[src/rtl/adc_scan_pkg.sv]
// ADC scan sequencer shared definitions.
// Register map, CTRL/STATUS bit positions and FSM states.
package adc_scan_pkg;

  localparam logic [3:0] A_CTRL   = 4'd0;
  localparam logic [3:0] A_MASK   = 4'd1;
  localparam logic [3:0] A_SETTLE = 4'd2;
  localparam logic [3:0] A_STATUS = 4'd3;
  localparam logic [3:0] A_IRQ    = 4'd4;
  localparam logic [3:0] A_RES    = 4'd8;

  localparam int C_EN    = 0;
  localparam int C_CONT  = 1;
  localparam int C_START = 2;

  localparam int S_BUSY = 0;
  localparam int S_DONE = 1;
  localparam int S_CUR  = 4;

  typedef enum logic [2:0] {
    ST_IDLE,
    ST_SELECT,
    ST_SETTLE,
    ST_CONVERT,
    ST_STORE
  } state_e;

endpackage

[src/rtl/adc_next_channel.sv]
// Priority finder: lowest set mask bit at or
// above index 'from'; 'found' low if none.
module adc_next_channel #(
  parameter int NUM_CH = 8,
  parameter int CH_W   = $clog2(NUM_CH)
) (
  input  logic [NUM_CH-1:0] mask,
  input  logic [CH_W:0]     from,
  output logic [CH_W-1:0]   idx,
  output logic              found
);

  // scan downward so the lowest qualifying bit wins
  always_comb begin
    idx   = '0;
    found = 1'b0;
    for (int i = NUM_CH - 1; i >= 0; i--) begin
      if (mask[i] && (i >= int'(from))) begin
        found = 1'b1;
        idx   = CH_W'(i);
      end
    end
  end

endmodule

[src/rtl/adc_scan_sequencer.sv]
// Autonomous ADC channel scanner, Avalon-MM slave.
// Define ADC_SCAN_IRQ_EN to add the irq port.
module adc_scan_sequencer
  import adc_scan_pkg::*;
#(
  parameter int NUM_CH   = 8,
  parameter int DATA_W   = 12,
  parameter int SETTLE_W = 16,
  localparam int CH_W    = $clog2(NUM_CH)
) (
  input  logic              clk,
  input  logic              reset_n,
  input  logic [3:0]        address,
  input  logic              chipselect,
  input  logic              write_n,
  input  logic [31:0]       writedata,
  output logic [31:0]       readdata,
  output logic [CH_W-1:0]   ch_sel,
  output logic              conv_start,
  input  logic              conv_done,
  input  logic [DATA_W-1:0] conv_data
`ifdef ADC_SCAN_IRQ_EN
  ,
  output logic              irq
`endif
);

  state_e state_q, state_d;
  logic en_q, en_d, cont_q, cont_d;
  logic done_q, done_d;
  logic [NUM_CH-1:0] mask_q, mask_d;
  logic [SETTLE_W-1:0] settle_q, settle_d;
  logic [SETTLE_W-1:0] cnt_q, cnt_d;
  logic [CH_W-1:0] ch_sel_q, ch_sel_d;
  logic cs_q, cs_d;
  logic [DATA_W-1:0] data_q, data_d;
  logic [DATA_W-1:0] result_q [NUM_CH];
  logic [DATA_W-1:0] result_d [NUM_CH];
  logic irqm_q, irqm_d;

  logic wr, start, busy;
  logic [CH_W-1:0] lo_idx, hi_idx;
  logic lo_found, hi_found;
  logic unused_wdata;

  assign wr    = chipselect & ~write_n;
  assign start = wr && (address == A_CTRL) &&
                 writedata[C_START] && writedata[C_EN];
  assign busy  = (state_q != ST_IDLE);
  assign unused_wdata = ^writedata;

  adc_next_channel #(
    .NUM_CH(NUM_CH), .CH_W(CH_W)
  ) u_lo (
    .mask(mask_q), .from('0),
    .idx(lo_idx), .found(lo_found)
  );

  adc_next_channel #(
    .NUM_CH(NUM_CH), .CH_W(CH_W)
  ) u_hi (
    .mask(mask_q),
    .from({1'b0, ch_sel_q} + 1'b1),
    .idx(hi_idx), .found(hi_found)
  );

  // register writes and scan FSM next state;
  // a scan-completion done set overrides W1C
  always_comb begin
    en_d     = en_q;
    cont_d   = cont_q;
    mask_d   = mask_q;
    settle_d = settle_q;
    done_d   = done_q;
    irqm_d   = irqm_q;
    state_d  = state_q;
    cnt_d    = cnt_q;
    ch_sel_d = ch_sel_q;
    cs_d     = 1'b0;
    data_d   = data_q;
    result_d = result_q;
    if (wr && address == A_CTRL) begin
      en_d   = writedata[C_EN];
      cont_d = writedata[C_CONT];
    end
    if (wr && address == A_MASK)
      mask_d = writedata[NUM_CH-1:0];
    if (wr && address == A_SETTLE)
      settle_d = writedata[SETTLE_W-1:0];
    if (wr && address == A_STATUS &&
        writedata[S_DONE])
      done_d = 1'b0;
`ifdef ADC_SCAN_IRQ_EN
    if (wr && address == A_IRQ)
      irqm_d = writedata[0];
`else
    irqm_d = 1'b0;
`endif
    unique case (state_q)
      ST_IDLE: begin
        if (start && lo_found) begin
          state_d  = ST_SELECT;
          ch_sel_d = lo_idx;
        end
      end
      ST_SELECT: begin
        cnt_d = settle_q;
        if (settle_q == '0) begin
          state_d = ST_CONVERT;
          cs_d    = 1'b1;
        end else begin
          state_d = ST_SETTLE;
        end
      end
      ST_SETTLE: begin
        cnt_d = cnt_q - 1'b1;
        if (cnt_q == SETTLE_W'(1)) begin
          state_d = ST_CONVERT;
          cs_d    = 1'b1;
        end
      end
      ST_CONVERT: begin
        if (conv_done) begin
          data_d  = conv_data;
          state_d = ST_STORE;
        end
      end
      ST_STORE: begin
        result_d[ch_sel_q] = data_q;
        if (!en_q) begin
          state_d = ST_IDLE;
        end else if (hi_found) begin
          state_d  = ST_SELECT;
          ch_sel_d = hi_idx;
        end else begin
          done_d = 1'b1;
          if (cont_q && lo_found) begin
            state_d  = ST_SELECT;
            ch_sel_d = lo_idx;
          end else begin
            state_d = ST_IDLE;
          end
        end
      end
      default: state_d = ST_IDLE;
    endcase
  end

  // state and register file
  always_ff @(posedge clk or negedge reset_n) begin
    if (!reset_n) begin
      state_q  <= ST_IDLE;
      en_q     <= 1'b0;
      cont_q   <= 1'b0;
      done_q   <= 1'b0;
      irqm_q   <= 1'b0;
      mask_q   <= '0;
      settle_q <= '0;
      cnt_q    <= '0;
      ch_sel_q <= '0;
      cs_q     <= 1'b0;
      data_q   <= '0;
      for (int i = 0; i < NUM_CH; i++)
        result_q[i] <= '0;
    end else begin
      state_q  <= state_d;
      en_q     <= en_d;
      cont_q   <= cont_d;
      done_q   <= done_d;
      irqm_q   <= irqm_d;
      mask_q   <= mask_d;
      settle_q <= settle_d;
      cnt_q    <= cnt_d;
      ch_sel_q <= ch_sel_d;
      cs_q     <= cs_d;
      data_q   <= data_d;
      result_q <= result_d;
    end
  end

  assign ch_sel     = ch_sel_q;
  assign conv_start = cs_q;

`ifdef ADC_SCAN_IRQ_EN
  logic irq_q;

  // level interrupt, one cycle behind done
  always_ff @(posedge clk or negedge reset_n) begin
    if (!reset_n) irq_q <= 1'b0;
    else          irq_q <= done_q & irqm_q;
  end

  assign irq = irq_q;
`endif

  // zero-wait-state read mux
  always_comb begin
    readdata = '0;
    case (address)
      A_CTRL: begin
        readdata[C_EN]   = en_q;
        readdata[C_CONT] = cont_q;
      end
      A_MASK:   readdata = 32'(mask_q);
      A_SETTLE: readdata = 32'(settle_q);
      A_STATUS: begin
        readdata[S_BUSY]        = busy;
        readdata[S_DONE]        = done_q;
        readdata[S_CUR +: CH_W] = ch_sel_q;
      end
      A_IRQ:    readdata[0] = irqm_q;
      default: begin
        for (int i = 0; i < NUM_CH; i++)
          if (address == 4'(A_RES + i))
            readdata = 32'(result_q[i]);
      end
    endcase
  end

endmodule

[config.mk]
export PLATFORM = sky130hd
export DESIGN_NAME = adc_scan_sequencer
export DESIGN_NICKNAME = d
export VERILOG_FILES = /design/src/rtl/adc_scan_pkg.sv /design/src/rtl/adc_next_channel.sv /design/src/rtl/adc_scan_sequencer.sv
export SDC_FILE = /design/constraint.sdc
export NUM_CORES = 1
export LEC_CHECK = 0
export CORE_MARGIN = 3
export CORE_UTILIZATION = 40
export DETAILED_ROUTE_END_ITERATION = 12
export SLEW_MARGIN = 30
export SYNTH_ARGS = -nofsm -noshare
export SYNTH_HDL_FRONTEND = slang
export SYNTH_SLANG_ARGS = --single-unit
[constraint.sdc]
create_clock -name clk -period 5.14 [get_ports clk]
set_clock_uncertainty 0.1 [all_clocks]
set_input_delay 1.028 -clock clk [delete_from_list [all_inputs] [get_ports clk]]
set_output_delay 1.028 -clock clk [all_outputs]
set_load 0.03 [all_outputs]
### After elaboration in Yosys (flattened, before gate mapping)

Index checks and enable logic that the tools add are counted.
Widths: inputs -> output; s select.

| operators by class | value |
|---|---|
| equal/unequal tests | 22 |
| divide/modulo/power cells | 0 |
| mux-type cells | 69 |
| shift-type cells | 0 |
| $lt $le $gt $ge | 10 |
| bitwise logic cells | 3 |
| $mul | 0 |
| $add $sub $neg | 2 |
| reductions and logical operators | 29 |

Operators with widths:

| cell | number |
|---|---|
| $mux 32 | 7 |
| $bwmux 96 | 1 |
| $pmux 25 s3 | 1 |
| $mux 3 | 23 |
| $demux 12 s3 | 1 |
| $eq 4x4->1 const B | 8 |
| $pmux 16 s2 | 1 |
| $mux 1 | 26 |
| $mux 12 | 2 |
| $logic_and 1x1->1 | 18 |
| $eq 16x1->1 const B | 1 |
| $ge 3x4->1 const A | 4 |
| $logic_not 16->1 | 1 |
| $sub 16x1->16 const B | 1 |
| $pmux 3 s5 | 1 |
| $pmux 3 s4 | 1 |
| $pmux 1 s5 | 2 |
| $eq 4x2->1 const B | 2 |
| $ge 1x4->1 const A | 2 |
| $ge 2x4->1 const A | 2 |
| $ne 2x2->1 const B | 4 |
| $eq 3x2->1 const B | 2 |
| $pmux 2 s3 | 1 |
| $pmux 3 s2 | 1 |
| 21 further kinds | 22 |

| word-level totals | value |
|---|---|
| input port bits | 53 |
| flip-flop bits (word level) | 158 |
| ROM bits | 0 |
| output and inout port bits | 36 |
| bits in latches | 0 |
| memories kept | 0 |
| RAM bits | 0 |

### Logic depth before layout (Yosys ltp)

Gate-level depths: netlist (run 1).

| depth | value |
|---|---|
| depth after elaboration | 14 |
| depth in mapped cells | 9 |

### Modules after synthesis

From an unflattened synthesis (run 1), not the netlist that was laid out.

| second synthesis, totals | value |
|---|---|
| cell total of the unflattened synthesis | 756 |
| area, all modules | 8506.9 um^2 |

By module, submodules not included:

| module | area each (um^2) | cells each | seq. area each (um^2) | instances |
|---|---|---|---|---|
| adc_scan_sequencer | 8034.0 | 680 | 3953.8 | 1 |
| adc_next_channel | 236.5 | 38 | 0.0 | 2 |

### Least setup slack after synthesis (run 1)

OpenSTA, ideal clock, no wires.

| timing | value |
|---|---|
| kind | input to output |
| start | input address[0] |
| end | output readdata[6] |
| stages on the path | 6 |
| path buffers | 3 |
| arrival time | 2.823 ns |
| path slack | 1.189 ns |
| path through | buf_2 > buf_2 > buf_2 > and2_1 > o21ai_0 > a211oi_1 |

| on the way | value |
|---|---|
| cells in the longest elaborated chain, start to end | 10 |

RTL lines:

| item | RTL line | text |
|---|---|---|
| start, declared | adc_scan_sequencer.sv:13 | `input logic [3:0] address,` |
| $eq 4x4->1 | adc_scan_sequencer.sv:214 | `if (address == 4'(A_RES + i))` |
| $mux 12 | adc_scan_sequencer.sv:214 |  |
| $mux 32 (7 in series) | adc_scan_sequencer.sv:214 |  |
| $pmux 3 s4 (*) | adc_scan_sequencer.sv:199 | `case (address)` |
| end, declared | adc_scan_sequencer.sv:17 | `output logic [31:0] readdata,` |

Mark *: on every way between the ends. The rest lies on a longest branch, timed or not.

### Worst setup path after layout (run 1)

| timing | value |
|---|---|
| start | input address[1] |
| end | output readdata[11] |

| on the way | value |
|---|---|
| cells in the longest elaborated chain, start to end | 10 |

RTL lines:

| item | RTL line |
|---|---|
| $eq 4x4->1 | adc_scan_sequencer.sv:214 |
| $mux 12 | adc_scan_sequencer.sv:214 |
| $mux 32 (7 in series) | adc_scan_sequencer.sv:214 |
| $pmux 25 s3 (*) | adc_scan_sequencer.sv:199 |

Marked as above.

==> impl_metrics.ini, run 1 <==
[timing]
fin_crit_sh_pct = 85.93
min_period_ns = 4.417
hold_viol = 0
final.setup.tns_ns = 0
relSlewSlack_pct = 37.57
setup_viol = 0
worst_slew_pin_slew_ns = 0.9339
rsz0062_at_grt = false
drv_slew = 0
clock.fmax_ghz = 0.2264

[pwr]
peakVddDrop_v = 0.0002585
p_per_area_mw_per_mm2 = 451.7
leakagePower_nw = 4.272

[cts]
cts_tree = built
path_clk_slew_ns = 0.06
hold_buffers = 0
clock_latency_ns = 0.43
cts-htree-levels = 4
cts_buffers = 17
cts_buffer_depth = 2
clockRootBuffer = clkbuf_16
numClockSinks = 158
post_cts.repair.setup_buffers = 0
post_cts_resized = 0

[routing]
vias_per_cell = 5.544
first_iter_violations = 431
first_pass_iters = 4
wl_um = 20100
drc_errors = 0
ant_nets = 0
vias = 5350
wl_per_cell_um = 20.83

[die]
core_area_mm2 = 0.01959
initial_core_util_pct = 41.07
die_y_um = 147.8
ios = 89
dieWidth_um = 147.8
die_area_mm2 = 0.02185
rows = 51

[setup_path]
crit_type = input port to output port
rrSetupSlack_ns = 2.40
critPathCaptureType = output port
worst_ep_required_time_ns = 4.01
start_kind = input port
crit_arrival_ns = 3.29
crit_fanout = 11

[yosys]
yosys.area.top_type_share_pct = 49.14
ys_seq_area_share_pct = 49.14
syn_area_mm2 = 0.008046
synth_edf_count = 0
synthMuxAreaShare_pct = 26.82
synth_compound_area_share_pct = 8.024
ys_warn_count = 0
synthAdderAreaFrac_pct = 0.7775
synthXorXnorAreaFrac_pct = 0.3265
synth_area_leaders = dfrtp_1 49%, mux2_2 20%, mux4_2 6.4%
synth_flop_cell = dfrtp_1
synth_cells = 637
synth_top_family_by_area = multiplexers
synth_cell_types = 71
avgSynthCellArea_um2 = 12.63
async_reset_ff_share_pct = 100.0
synth_seq_cells = 158
synth-simple-area-share_pct = 10.64
yosysTopAreaCell = dfrtp_1

[placed_design]
port_buffers = 56
gp_routability_congestion = 0.8967
place_hpwl_um = 13750
dp_cells = 934
postPlaceCellArea_mm2 = 0.008825

[final_layout]
fillCellCount = 1738
areaGrowthSynthToFinish_pct = 17.62
post-route-util_pct = 48.31
nets = 746
fin_area_mm2 = 0.009464
antenna_cells = 0
drive_gt1_share_pct = 35.00
finalNonFillerCells = 965

[run]
maxCapViolCount = 0

[grt]
grtUsageTotal_pct = 18.80
antenna_found_initial = 0
grt_start_max_net_pins = 83
grt_pass1_wl_um = 31710
grt_pass1_vias = 5554
overflow = 0

[run_status]
outcome = completed

[worst_hold_path]
hp-class = flip-flop to flip-flop
[synthesized netlist by cell type (9+ instances only)]
cell type    n
a21oi_1     18
buf_2       15
buf_4       18
clkbuf_1    13
dfrtp_1    158
mux2_2     142
mux4_2      23
nand2_1     31
nand2b_1     9
nand3_1     21
nor2_1      24
nor2b_1     10
o21ai_0     13
[registers in the layout, summed over array words and instances, names as in the netlist]
name        cells
result_q       96
cnt_q          16
settle_q       16
data_q         12
mask_q          8
ch_sel          3
state_q         3
cont_q          1
conv_start      1
done_q          1
en_q            1
[area by class of cell]
| class | instances | area (um2) | area share (%) |
|---|---|---|---|
| flip-flops and latches | 158 | 3954 | 41.78 |
| multi-input cells | 435 | 3821 | 40.38 |
| repair buffers | 69 | 691.9 | 7.311 |
| clock buffers | 19 | 432.9 | 4.574 |
| well taps | 265 | 331.6 | 3.503 |
| clock inverters | 12 | 206.4 | 2.181 |
| inverters | 7 | 26.28 | 0.2776 |
[routing by layer]
metal / up-vias / track usage [%] / share of wire, %
li1: 2449 / - / -
met1: 2771 / 25.56 / 44
met2: 113 / 31.02 / 50
met3: 17 / 3.495 / 3.8
met4: 0 / 5.497 / 1.5
met5: - / 0 / 0
[layout by cell type, fill, tap and decap left out, types with 17 or more instances in the layout]
cell type	netlist	layout
mux2_2	142	142
mux4_2	23	23
nand3_1	21	20
a21oi_1	18	18
nor2_1	24	23
nand2_1	31	31
clkbuf_16	0	17
dfrtp_1	158	158
clkdlybuf4s50_1	0	38
buf_4	18	21
[per-stage QoR]
step | total power (W) | hold slack, ns | worst slack [ns]
floorplan | 0.002553 | 0.3439 | 1.189
global placement | 0.002853 | 0.3760 | 0.6658
detailed placement | 0.002911 | 0.3847 | 0.7094
CTS | 0.004303 | 0.4011 | 0.6959
global route | 0.004512 | 0.4135 | 0.6262
finish | 0.004275 | 0.3968 | 0.7229
[path summary, 6_finish.rpt]
| check | start | to | cells past startpoint |
|---|---|---|---|
| setup reg to reg | state_q[0] | result_q[80] | 5 |
| max in group asynchronous | reset_n | cnt_q[9] | 2 |
| setup / recovery | address[1] | readdata[11] | 7 |
| min in group asynchronous | reset_n | ch_sel[1] | 1 |
| hold / removal | done_q | done_q | 2 |
| hold reg to reg | done_q | done_q | 2 |
[logic make-up after synthesis]
logic type / Yosys count
AND/OR/NAND/NOR: 151
buffers and inverters: 59
flip-flops: 158
adder cells (fa/ha/maj): 5
other: 1
AO/OA/AOI/OAI: 91
multiplexers: 169
XOR/XNOR: 3
[critical path: stages]
cell and delay [ns]:
clkdlybuf4s50_1 0.74, buf_4 0.27, buf_4 0.25, mux4_2 0.32
mux2_2 0.31, a22o_1 0.19, buf_4 0.17
[power by group]
group / switching (W) / internal (W)
sequential: 0.000356 / 0.00150
clock: 0.000516 / 0.000866
combinational: 0.000531 / 0.000507
total: 0.00140 / 0.00287
No activity file was read; power rests on OpenSTA's default activity.
==> run 2: changes to the inputs <==
SLEW_MARGIN = unset   (was 30)
==> run 2 against run 1 <==
Net effect: core utilization decreased by 0.58 points; non-clock buffer count is 3 lower; critical endpoint unchanged; largest cell class unchanged; sequential share of layout area rose by 0.51 points; die area is the same; first-iteration DRC count is 7.0% lower; wire length hardly changed; combinational power about the same; clock power shrank 10%; design area fell by 1.2%.
==> impl_metrics.ini, run 2 (synthesis results as in run 1) <==
[grt]
antenna_found_initial = 0
grt_start_max_net_pins = 83
grt_pass1_wl_um = 31740
grt_pass1_vias = 5553
overflow = 0
grtUsageTotal_pct = 18.80

[setup_path]
crit_arrival_ns = 3.33
r2r_cells = 4
critPathCaptureType = output port
rrSetupSlack_ns = 2.27
worst_ep_required_time_ns = 4.01
critPathLaunch = address[1]
start_kind = input port
rr_startpoint = state_q[0]
reg2reg_to = result_q[29]
crit_fanout = 11
critPathCapture = readdata[11]
crit_type = input port to output port

[die]
rows = 51
die_area_mm2 = 0.02185
initial_core_util_pct = 41.07
ios = 89
dieWidth_um = 147.8
core_area_mm2 = 0.01959
die_y_um = 147.8

[timing]
worst_slew_pin_slew_ns = 1.120
setup_ws_ns = 0.6811
drv_slew = 0
rsz0062_at_grt = false
final.setup.tns_ns = 0
setup_viol = 0
hold_ws_ns = 0.4000
relSlewSlack_pct = 25.13
min_period_ns = 4.459
hold_viol = 0
fin_crit_sh_pct = 86.75
clock.fmax_ghz = 0.2243

[routing]
wl_met3_um = 715
vias = 5386
first_pass_iters = 4
vias_per_cell = 5.610
met2_length_um = 10120
top_layer = met4
wl_um = 20110
drc_errors = 0
m1WireLength_um = 9061
wl_per_cell_um = 20.94
first_iter_violations = 401
ant_nets = 0

[pwr]
leakagePower_nw = 4.218
p_per_area_mw_per_mm2 = 441.8
peakVddDrop_v = 0.0002706

[final_layout]
top_register = result_q
fillCellCount = 1756
antenna_cells = 0
mostFrequentLayoutCell = dfrtp_1
largest_register_ffs = 96
drive_gt1_share_pct = 34.53
final_cell_mix = 158 x dfrtp_1, 142 x mux2_2, 38 x clkdlybuf4s50_1, 31 x nand2_1
reg_top3 = result_q (96), cnt_q (16), settle_q (16)
areaGrowthSynthToFinish_pct = 16.20
nets = 743

[cts]
cts_buffer_depth = 2
post_cts.repair.setup_buffers = 0
clockRootBuffer = clkbuf_16
cts_buffers = 17
clock_latency_ns = 0.42
hold_buffers = 0
numClockSinks = 158
post_cts_resized = 0
cts_tree = built
path_clk_slew_ns = 0.06
cts-htree-levels = 4

[worst_hold_path]
hp-class = flip-flop to flip-flop

[placed_design]
port_buffers = 56
gp_routability_congestion = 0.8967
place_hpwl_um = 13590
place_ws_ns = 0.6680

[run]
maxCapViolCount = 0

[run_status]
outcome = completed
run 2: worst min-delay path by stage:
stage                       startpoint  slack [ns]            to  cells after the start
after floorplan                 done_q        0.34        done_q                      2
after global placement          done_q        0.38        done_q                      2
after detailed placement        done_q        0.38        done_q                      2
after CTS                 result_q[35]        0.40  result_q[35]                      1
after global routing      result_q[16]        0.41  result_q[16]                      1
final                     result_q[35]        0.40  result_q[35]                      1
run 2: layout make-up:
type / count / area, um2 / share of cell area (%)
Timing Repair Buffer: 66 / 654.4 / 6.999
Multi-Input combinational cell: 435 / 3816 / 40.81
Clock inverter: 9 / 111.4 / 1.191
Sequential cell: 158 / 3954 / 42.29
Clock buffer: 20 / 456.7 / 4.884
Tap cell: 265 / 331.6 / 3.546
Inverter: 7 / 26.28 / 0.2810
run 2: through the flow:
step | area [um2] | total power, W | util (%) | instances
after floorplan | 8103 | 0.002553 | - | 652
after global placement | 8782 | 0.002853 | 44.83 | 931
after detailed placement | 8782 | 0.002911 | 44.83 | 931
after CTS | 9350 | 0.004156 | 47.73 | 960
after global routing | 9350 | 0.004362 | 47.73 | 960
final | 9350 | 0.004131 | 47.73 | 960
run 2: per-layer routing:
metal,vias up,track usage [%]
met2,108,31.50
met5,-,0
met4,0,4.804
met3,16,3.372
met1,2816,25.52
li1,2446,-
run 2: critical path, cell delays in order:
cell and delay (ns):
clkdlybuf4s50_1 0.76, buf_4 0.27, buf_4 0.25, mux4_2 0.32
mux2_2 0.31, a22o_1 0.20, buf_4 0.17
run 2: where the power goes:
group	total (W)	leakage [nW]	switching (W)	internal (W)
registers	0.00186	2.10	0.000359	0.00150
clock network	0.00124	0.275	0.000502	0.000735
logic	0.00103	1.84	0.000528	0.000506
